## src/rtl/rv_pkg.sv

```systemverilog
// Shared RV32 decode constants and the decoded-operand record used by the ID stage.
package rv_pkg;

    localparam int REG_W = 5;

    localparam logic [6:0] OP_LUI    = 7'b0110111;
    localparam logic [6:0] OP_AUIPC  = 7'b0010111;
    localparam logic [6:0] OP_JAL    = 7'b1101111;
    localparam logic [6:0] OP_LOAD   = 7'b0000011;
    localparam logic [6:0] OP_STORE  = 7'b0100011;
    localparam logic [6:0] OP_BRANCH = 7'b1100011;
    localparam logic [6:0] OP_REG    = 7'b0110011;

    localparam logic [31:0] NOP_INSTR = 32'h00000013;

    typedef struct packed {
        logic [REG_W-1:0] rs1;
        logic [REG_W-1:0] rs2;
        logic [REG_W-1:0] rd;
        logic             rs1_used;
        logic             rs2_used;
        logic             rd_wen;
        logic             is_load;
    } decode_t;

endpackage

```

## src/rtl/operand_fwd_mux.sv

```systemverilog
// Priority bypass select for one source operand: EX > MEM > WB > register file.
module operand_fwd_mux #(
    parameter int DW  = 32,
    parameter int RAW = 5
) (
    input  logic [RAW-1:0] rs,
    input  logic           used,
    input  logic           ex_en,
    input  logic [RAW-1:0] ex_rd,
    input  logic [DW-1:0]  ex_data,
    input  logic           mem_en,
    input  logic [RAW-1:0] mem_rd,
    input  logic [DW-1:0]  mem_data,
    input  logic           wb_en,
    input  logic [RAW-1:0] wb_rd,
    input  logic [DW-1:0]  wb_data,
    input  logic [DW-1:0]  rf_data,
    output logic [DW-1:0]  data
);

    // NOTE: every always_comb output gets a default first so no path can infer a latch.
    always_comb begin
        data = '0;
        if (used && rs != '0) begin
            if (ex_en && ex_rd == rs)
                data = ex_data;
            else if (mem_en && mem_rd == rs)
                data = mem_data;
            else if (wb_en && wb_rd == rs)
                data = wb_data;
            else
                data = rf_data;
        end
    end

endmodule

```

## src/rtl/id_operand_stage.sv

```systemverilog
// Decode-side operand fetch: register reads, EX/MEM/WB bypass, load-use stall,
// and the ID/EX pipeline register.
module id_operand_stage #(
    parameter int DW  = 32,
    parameter int RAW = 5,
    parameter int AW  = 32
) (
    input  logic           clk,
    input  logic           rst_n,
    input  logic           i_valid,
    output logic           o_ready,
    input  logic [AW-1:0]  i_pc,
    input  logic [31:0]    i_instr,
    output logic           o_rf_rd1_en,
    output logic           o_rf_rd2_en,
    output logic [RAW-1:0] o_rf_rd1,
    output logic [RAW-1:0] o_rf_rd2,
    input  logic [DW-1:0]  i_rf_data1,
    input  logic [DW-1:0]  i_rf_data2,
    input  logic [DW-1:0]  i_ex_data,
    input  logic           i_mem_valid,
    input  logic           i_mem_wen,
    input  logic [RAW-1:0] i_mem_rd,
    input  logic [DW-1:0]  i_mem_data,
    input  logic           i_wb_wen,
    input  logic [RAW-1:0] i_wb_rd,
    input  logic [DW-1:0]  i_wb_data,
    input  logic           i_flush,
    input  logic           i_ex_ready,
    output logic           o_valid,
    output logic [AW-1:0]  o_pc,
    output logic [31:0]    o_instr,
    output logic [DW-1:0]  o_rs1_data,
    output logic [DW-1:0]  o_rs2_data,
    output logic [RAW-1:0] o_rd,
    output logic           o_rd_wen,
    output logic           o_is_load,
    output logic [15:0]    o_bubble_cnt
);

    import rv_pkg::*;

    decode_t       dec;
    logic [6:0]    opcode;
    logic [DW-1:0] rs1_val;
    logic [DW-1:0] rs2_val;
    logic          ex_fwd_en;
    logic          hazard;
    logic          advance;

    assign opcode = i_instr[6:0];

    always_comb begin
        dec          = '0;
        dec.rs1      = i_instr[19:15];
        dec.rs2      = i_instr[24:20];
        dec.rd       = i_instr[11:7];
        dec.rs1_used = !(opcode == OP_LUI || opcode == OP_AUIPC || opcode == OP_JAL);
        dec.rs2_used = (opcode == OP_REG) || (opcode == OP_STORE) || (opcode == OP_BRANCH);
        dec.rd_wen   = !(opcode == OP_STORE || opcode == OP_BRANCH) && (dec.rd != '0);
        dec.is_load  = (opcode == OP_LOAD);
    end

    assign o_rf_rd1    = dec.rs1;
    assign o_rf_rd2    = dec.rs2;
    assign o_rf_rd1_en = dec.rs1_used;
    assign o_rf_rd2_en = dec.rs2_used;

    // A load in EX has no data yet; that case is covered by the stall, not the bypass.
    assign ex_fwd_en = o_valid && o_rd_wen && !o_is_load;

    operand_fwd_mux #(.DW(DW), .RAW(RAW)) u_fwd_rs1 (
        .rs       (dec.rs1),
        .used     (dec.rs1_used),
        .ex_en    (ex_fwd_en),
        .ex_rd    (o_rd),
        .ex_data  (i_ex_data),
        .mem_en   (i_mem_valid && i_mem_wen),
        .mem_rd   (i_mem_rd),
        .mem_data (i_mem_data),
        .wb_en    (i_wb_wen),
        .wb_rd    (i_wb_rd),
        .wb_data  (i_wb_data),
        .rf_data  (i_rf_data1),
        .data     (rs1_val)
    );

    operand_fwd_mux #(.DW(DW), .RAW(RAW)) u_fwd_rs2 (
        .rs       (dec.rs2),
        .used     (dec.rs2_used),
        .ex_en    (ex_fwd_en),
        .ex_rd    (o_rd),
        .ex_data  (i_ex_data),
        .mem_en   (i_mem_valid && i_mem_wen),
        .mem_rd   (i_mem_rd),
        .mem_data (i_mem_data),
        .wb_en    (i_wb_wen),
        .wb_rd    (i_wb_rd),
        .wb_data  (i_wb_data),
        .rf_data  (i_rf_data2),
        .data     (rs2_val)
    );

    assign hazard = i_valid && o_valid && o_is_load && o_rd_wen &&
                    ((dec.rs1_used && dec.rs1 == o_rd) || (dec.rs2_used && dec.rs2 == o_rd));

    assign advance = !o_valid || i_ex_ready;
    assign o_ready = (advance && !hazard) || i_flush;

    // NOTE: sequential state uses non-blocking assignments so all registers update together.
    always_ff @(posedge clk or negedge rst_n) begin
        if (!rst_n) begin
            o_valid      <= 1'b0;
            o_pc         <= '0;
            o_instr      <= NOP_INSTR;
            o_rs1_data   <= '0;
            o_rs2_data   <= '0;
            o_rd         <= '0;
            o_rd_wen     <= 1'b0;
            o_is_load    <= 1'b0;
            o_bubble_cnt <= '0;
        end else if (i_flush) begin
            o_valid <= 1'b0;
        end else if (advance) begin
            if (hazard) begin
                // Bubble: payload is left as-is, only the valid bit drops.
                o_valid <= 1'b0;
                if (o_bubble_cnt != 16'hFFFF)
                    o_bubble_cnt <= o_bubble_cnt + 16'd1;
            end else begin
                o_valid    <= i_valid;
                o_pc       <= i_pc;
                o_instr    <= i_instr;
                o_rs1_data <= rs1_val;
                o_rs2_data <= rs2_val;
                o_rd       <= dec.rd;
                o_rd_wen   <= dec.rd_wen;
                o_is_load  <= dec.is_load;
            end
        end
    end

endmodule
```

## config.mk

```make
export PLATFORM = sky130hd
export DESIGN_NAME = id_operand_stage
export DESIGN_NICKNAME = d
export VERILOG_FILES = /design/src/rtl/rv_pkg.sv /design/src/rtl/operand_fwd_mux.sv /design/src/rtl/id_operand_stage.sv
export SDC_FILE = /design/constraint.sdc
export NUM_CORES = 1
export LEC_CHECK = 0
export BUFFER_PORTS_ARGS = -buffer_cell sky130_fd_sc_hd__buf_2
export CAP_MARGIN = 5
export CORE_ASPECT_RATIO = 0.7
export CORE_MARGIN = 2
export CORE_UTILIZATION = 30
export DETAILED_ROUTE_END_ITERATION = 10
export HOLD_SLACK_MARGIN = 0.08
export PLACE_DENSITY_LB_ADDON = 0.12
export SLEW_MARGIN = 10
export SYNTH_ARGS = -nofsm -noshare
export SYNTH_HDL_FRONTEND = slang
export SYNTH_SLANG_ARGS = --single-unit
```

## constraint.sdc

```tcl
create_clock -name clk -period 4.6 [get_ports clk]
set_input_delay 0.92 -clock clk [delete_from_list [all_inputs] [get_ports clk]]
set_output_delay 0.92 -clock clk [all_outputs]
set_load 0.01 [all_outputs]
```

# == After elaboration in Yosys (flattened, before gate mapping) ==
# Index checks and enable logic that the tools add are counted.
# totals
regBits,152
input_bits,242
out_inout_bits,165
elab_cells,77
# op_classes
add_sub_neg,1
n_eq_ne,16
mux,11
bitwise_logic,2
n_reduce_logical,38
# ops
cell,n
32-bit 2-to-1 mux,8
5-bit equality test,8
7-bit by 6-bit equality test with 1-bit output (second input constant),3
1-bit logical AND,19
16-bit by 1-bit adder with 16-bit output (second input constant),1
16-bit != test (second input constant),1
5-bit nonzero test,3
7-bit equality test (second input constant),2
1-bit logical OR,8
7-bit by 2-bit equality test with 1-bit output (second input constant),1
7-bit by 5-bit equality test with 1-bit output (second input constant),1
1-bit logical NOT,5
4-bit AND reduction,1
1-bit 2-to-1 mux,3
3-bit AND reduction,1
1-bit inverter,2
2-bit nonzero test,1

# == Longest topological paths before layout ==
# depth
ltp_word,10
mapped_depth,8
mapped_depth_nobuf,6

# == Hierarchy ==
# A second synthesis with hierarchy kept.
# unflattened
cells_unflattened,735
area_unflattened_um2,9221.3
# modules_own_cells
mod,n_inst,cells_each,area_per_inst_um2,seq_area_each_um2
id_operand_stage,1,395,6318.6,3682.3
operand_fwd_mux,2,170,1451.4,0.0

# == Worst setup path before layout ==
# OpenSTA, ideal clock, no wires.
# synth_timing
path_kind,input -> output
start,input i_instr[5]
end,output o_ready
arrival_time_ns,1.918
required_ns,3.680
path_slack_ns,1.762
path_stages,5
path_buffers,0
path_cell_list,a21bo_2 -> nor4_4 -> nand4_2 -> nand2_1 -> o21bai_1
# synth_via
elab_cells_between_ends,18
cone_classes,eq/ne: 6; reduce/logical: 12
# synth_lines
element,line,text
from (decl),id_operand_stage.sv:13,"input logic [31:0] i_instr,"
7-bit by 6-bit equality test with 1-bit output,id_operand_stage.sv:59,dec.rs2_used = (opcode == OP_REG) || (opcode == OP_STORE) || (opcode == OP_BRANCH);
1-bit logical OR,id_operand_stage.sv:59,
1-bit logical OR (*),id_operand_stage.sv:59,
net o_rf_rd2_en,id_operand_stage.sv:15,"output logic o_rf_rd2_en,"
1-bit logical AND (*),id_operand_stage.sv:105,((dec.rs1_used && dec.rs1 == o_rd) || (dec.rs2_used && dec.rs2 == o_rd));
1-bit logical OR (*),id_operand_stage.sv:105,
1-bit logical AND (*),id_operand_stage.sv:104,assign hazard = i_valid && o_valid && o_is_load && o_rd_wen &&
1-bit logical NOT (*),id_operand_stage.sv:108,assign o_ready = (advance && !hazard) || i_flush;
1-bit logical AND (*),id_operand_stage.sv:108,
1-bit logical OR (*),id_operand_stage.sv:108,
to (decl),id_operand_stage.sv:11,"output logic o_ready,"
# Mark *: on every way through the listed nets, which the timed path passes. The rest lies on a longest branch.

# == Worst setup path in the final report ==
# layout_timing
start,input i_instr[18]
end,output o_ready
# layout_via
elab_chain_len,7
# layout_rtl
element,line
5-bit equality test,id_operand_stage.sv:105
1-bit logical AND,id_operand_stage.sv:105
1-bit logical OR,id_operand_stage.sv:105
1-bit logical AND,id_operand_stage.sv:104
1-bit logical NOT,id_operand_stage.sv:108
1-bit logical AND,id_operand_stage.sv:108
1-bit logical OR,id_operand_stage.sv:108
# No other way between the ends.

==> flow_summary_export.csv <==
group,metric,value,unit
worst_setup_path,crit_required,3680,ps
yosys,synth.avg_cell_area,10.60,sq um
grt,met3_usage,6.277,%
sta,fin_crit_sh,76.14,%
yosys,yosys.area_share.adder,0.1597,%
die,die_w,197.2,microns
finish,area_growth,36.56,%
clock_tree,postCtsSetupBuffers,0,
yosys,synth_compound_area_share,18.09,%
die,core_area,25690,sq um
yosys,netlist_top_cells_count,"dfrtp_1 (144), nand2_1 (80), nor2_1 (78)",
clock_tree,insertion_delay,420,ps
grt,grtUsageMet1,29.51,%
yosys,synth_top_family_by_area,"compound AO/OA/AOI/OAI gates",
clock_tree,root_buffer,"clkbuf_16",
grt,grt-ovfl-total,0,
detailed_routing,wl,30.00,mm
yosys,yosys.area_share.simple,12.02,%
yosys,mappedNetlistArea,7836,sq um
yosys,synth_xor_area_share,4.582,%
sta,max_freq,0.2855,GHz
yosys,yosysMostFrequentCell,"dfrtp_1",
die,die_h,139.2,microns
detailed_routing,num_vias,7422,
sta,slew_headroom,40.50,%
finish,drive_gt1_share,47.46,%
detailed_routing,drt_iter0_drc,364,
worst_setup_path,critPathKind,"in -> out",
pwr,power_frac_comb,18.4,%
grt,grt_pass1_wl,45.17,mm
detailed_routing,wire_per_inst,20.64,microns
grt,grt_use_met2,33.59,%
pwr,power_density,336.0,nW/um^2
pwr,power_frac_seq,41.0,%
sta,worstMarginPinSlew,892.5,ps
pwr,p_switching,990.7,uW
outcome,status,"complete, no violations",
grt,grt_max_degree,88,
die,start_util,30.51,%
yosys,synth-seq-cells,147,
yosys,synth.area.mux_share,13.43,%
sta,clock_skew,9.549,ps
hold_path,hold_path_class,"reg -> reg",
pwr,p_int,2605,uW
yosys,synth_area_leaders,"dfrtp_1 (46%), mux2_2 (9.3%), a221o_1 (4.1%)",
flow_run,cap_violations,0,
place,port_buffers,406,
yosys,yosysUniqueCellTypes,47,
finish,fin_util,41.66,%
grt,grt_pass1_vias,7398,
detailed_routing,drtAntennaViolNets,0,
grt,antenna_found_initial,2,
die,rows,49,
worst_setup_path,arrival,2580,ps
grt,track_usage,21.54,%
sta,finalHoldViolations,0,
pwr,clkPwrFrac,40.6,%
clock_tree,cts.clk_slew.worst_paths,60,ps
yosys,synth_cells,739,
place,dp_hpwl,21.76,mm
sta,setup_viol,0,
clock_tree,cts_tree,"yes",
grt,grt_busiest_layer,"met2",
clock_tree,cts_inserted_buffers,17,
die,ios,407,
clock_tree,cts_max_path_buffers,2,
yosys,synth_edf_count,0,
yosys,yosys_warnings,0,
pwr,ir_drop,0.2418,mV
worst_setup_path,cp-end-kind,"output port",
detailed_routing,drt-pass1-iter-count,5,
pwr,p_leak,0.005451,uW
place,place_congestion,0.8855,
yosys,syn_nets,982,
sta,rsz0062_at_grt,"no",
pwr,switching_share,27.56,%
detailed_routing,drc_errors,0,
yosys,netlist.top_cell.by_area,"dfrtp_1",
yosys,synthDominantCellAreaShare,45.98,%
yosys,ys_seq_area_share,46.99,%
finish,fin_nets,1352,
detailed_routing,vias_per_cell,5.105,
sta,setup_tns,0,ps
yosys,synth_top_flop_cell,"dfrtp_1",
worst_setup_path,critPathMaxFanout,6,
die,dieArea,27450,sq um
clock_tree,ctsHoldBuffers,0,
yosys,synth-async-reset-ratio,100.0,%
clock_tree,h-tree-depth,4,
sta,fin_crit,3503,ps
worst_setup_path,critPathLaunchType,"input port",
sta,slew_viol_final,0,
clock_tree,clock-sinks,147,
clock_tree,cts_resized,0,
[worst paths after layout]
check                                      start                to  slack [ps]  cells past startpoint
worst max-delay path                 i_instr[18]           o_ready        1100                      7
worst min-delay path            o_bubble_cnt[13]  o_bubble_cnt[13]         490                      1
worst max register to register       o_instr[10]          o_pc[17]        1730                      6
worst min register to register  o_bubble_cnt[13]  o_bubble_cnt[13]         490                      1
max in group asynchronous                  rst_n    o_rs1_data[18]        3230                      2
min in group asynchronous                  rst_n  o_bubble_cnt[15]         540                      1
[per-layer routing]
metal  part of all wire, %  vias up
li1                      -     3451
met1                    46     3656
met2                    46      297
met3                   7.5       18
met4                  0.87        0
met5                     0        -
[per-stage QoR]
step | total power [uW] | instances | area (sq um) | hold slack [ps] | setup slack, ps
after floorplan | 1810 | 739 | 7836 | 513.7 | 1762
after global placement | 2162 | 1421 | 10090 | 465.2 | 1206
after detailed placement | 2161 | 1421 | 10090 | 483.4 | 1115
after CTS | 3644 | 1452 | 10700 | 496.2 | 1117
after global routing | 3770 | 1454 | 10700 | 510.7 | 997.1
final | 3595 | 1454 | 10700 | 492.9 | 1097
[cells by family after synthesis]
logic type,Yosys count
simple gates,207
flops,147
mux,97
xor+xnor,41
buf+inv,70
compound gates,176
fa+ha+maj,1
[flip-flops by register name, indices dropped and copies added (netlist names)]
signal / count
o_bubble_cnt: 16
o_rd_wen: 1
o_pc: 32
o_is_load: 1
o_valid: 1
o_rs2_data: 32
o_instr: 32
o_rs1_data: 32
[area by class of cell]
cell class	count	area, sq um
flip-flops and latches	147	3682
inverters	3	11.26
clock inverters	12	156.4
clock buffers	19	452.9
repair buffers	418	2166
multi-input cells	522	3814
well taps	331	414.1
fillers	2598	14990
diodes	2	5.005
[cells in the final DEF (no fill, tap or decap), types with 4 or more instances in the layout]
cell type,Yosys,routed
mux2_2,65,65
buf_4,21,9
nand2_1,80,80
buf_2,23,405
a21o_1,33,33
a22o_1,32,32
a31oi_1,33,33
xnor2_1,21,21
xor2_1,20,20
nand3_1,8,7
and3_1,7,5
nand4_1,10,10
a211oi_1,33,33
nor2_1,78,77
mux2i_1,32,32
dfrtp_1,144,144
clkbuf_16,0,17
a221o_1,32,32
clkinvlp_4,0,4
[power groups by stage]
stage                     sequential, uW  clock (uW)  combinational (uW)
after detailed placement            1490           0                 667
final                               1470        1460                 662
after global placement              1490           0                 668
after floorplan                     1550           0                 263
after global routing                1490        1560                 720
after CTS                           1470        1500                 669
[critical path: stages]
cell      delay (ps)
buf_2            140
xor2_1           140
nor3_1           470
nand4_2          350
nand2_1          300
o21bai_1         110
buf_2            140
No activity file was read; power rests on OpenSTA's default activity.
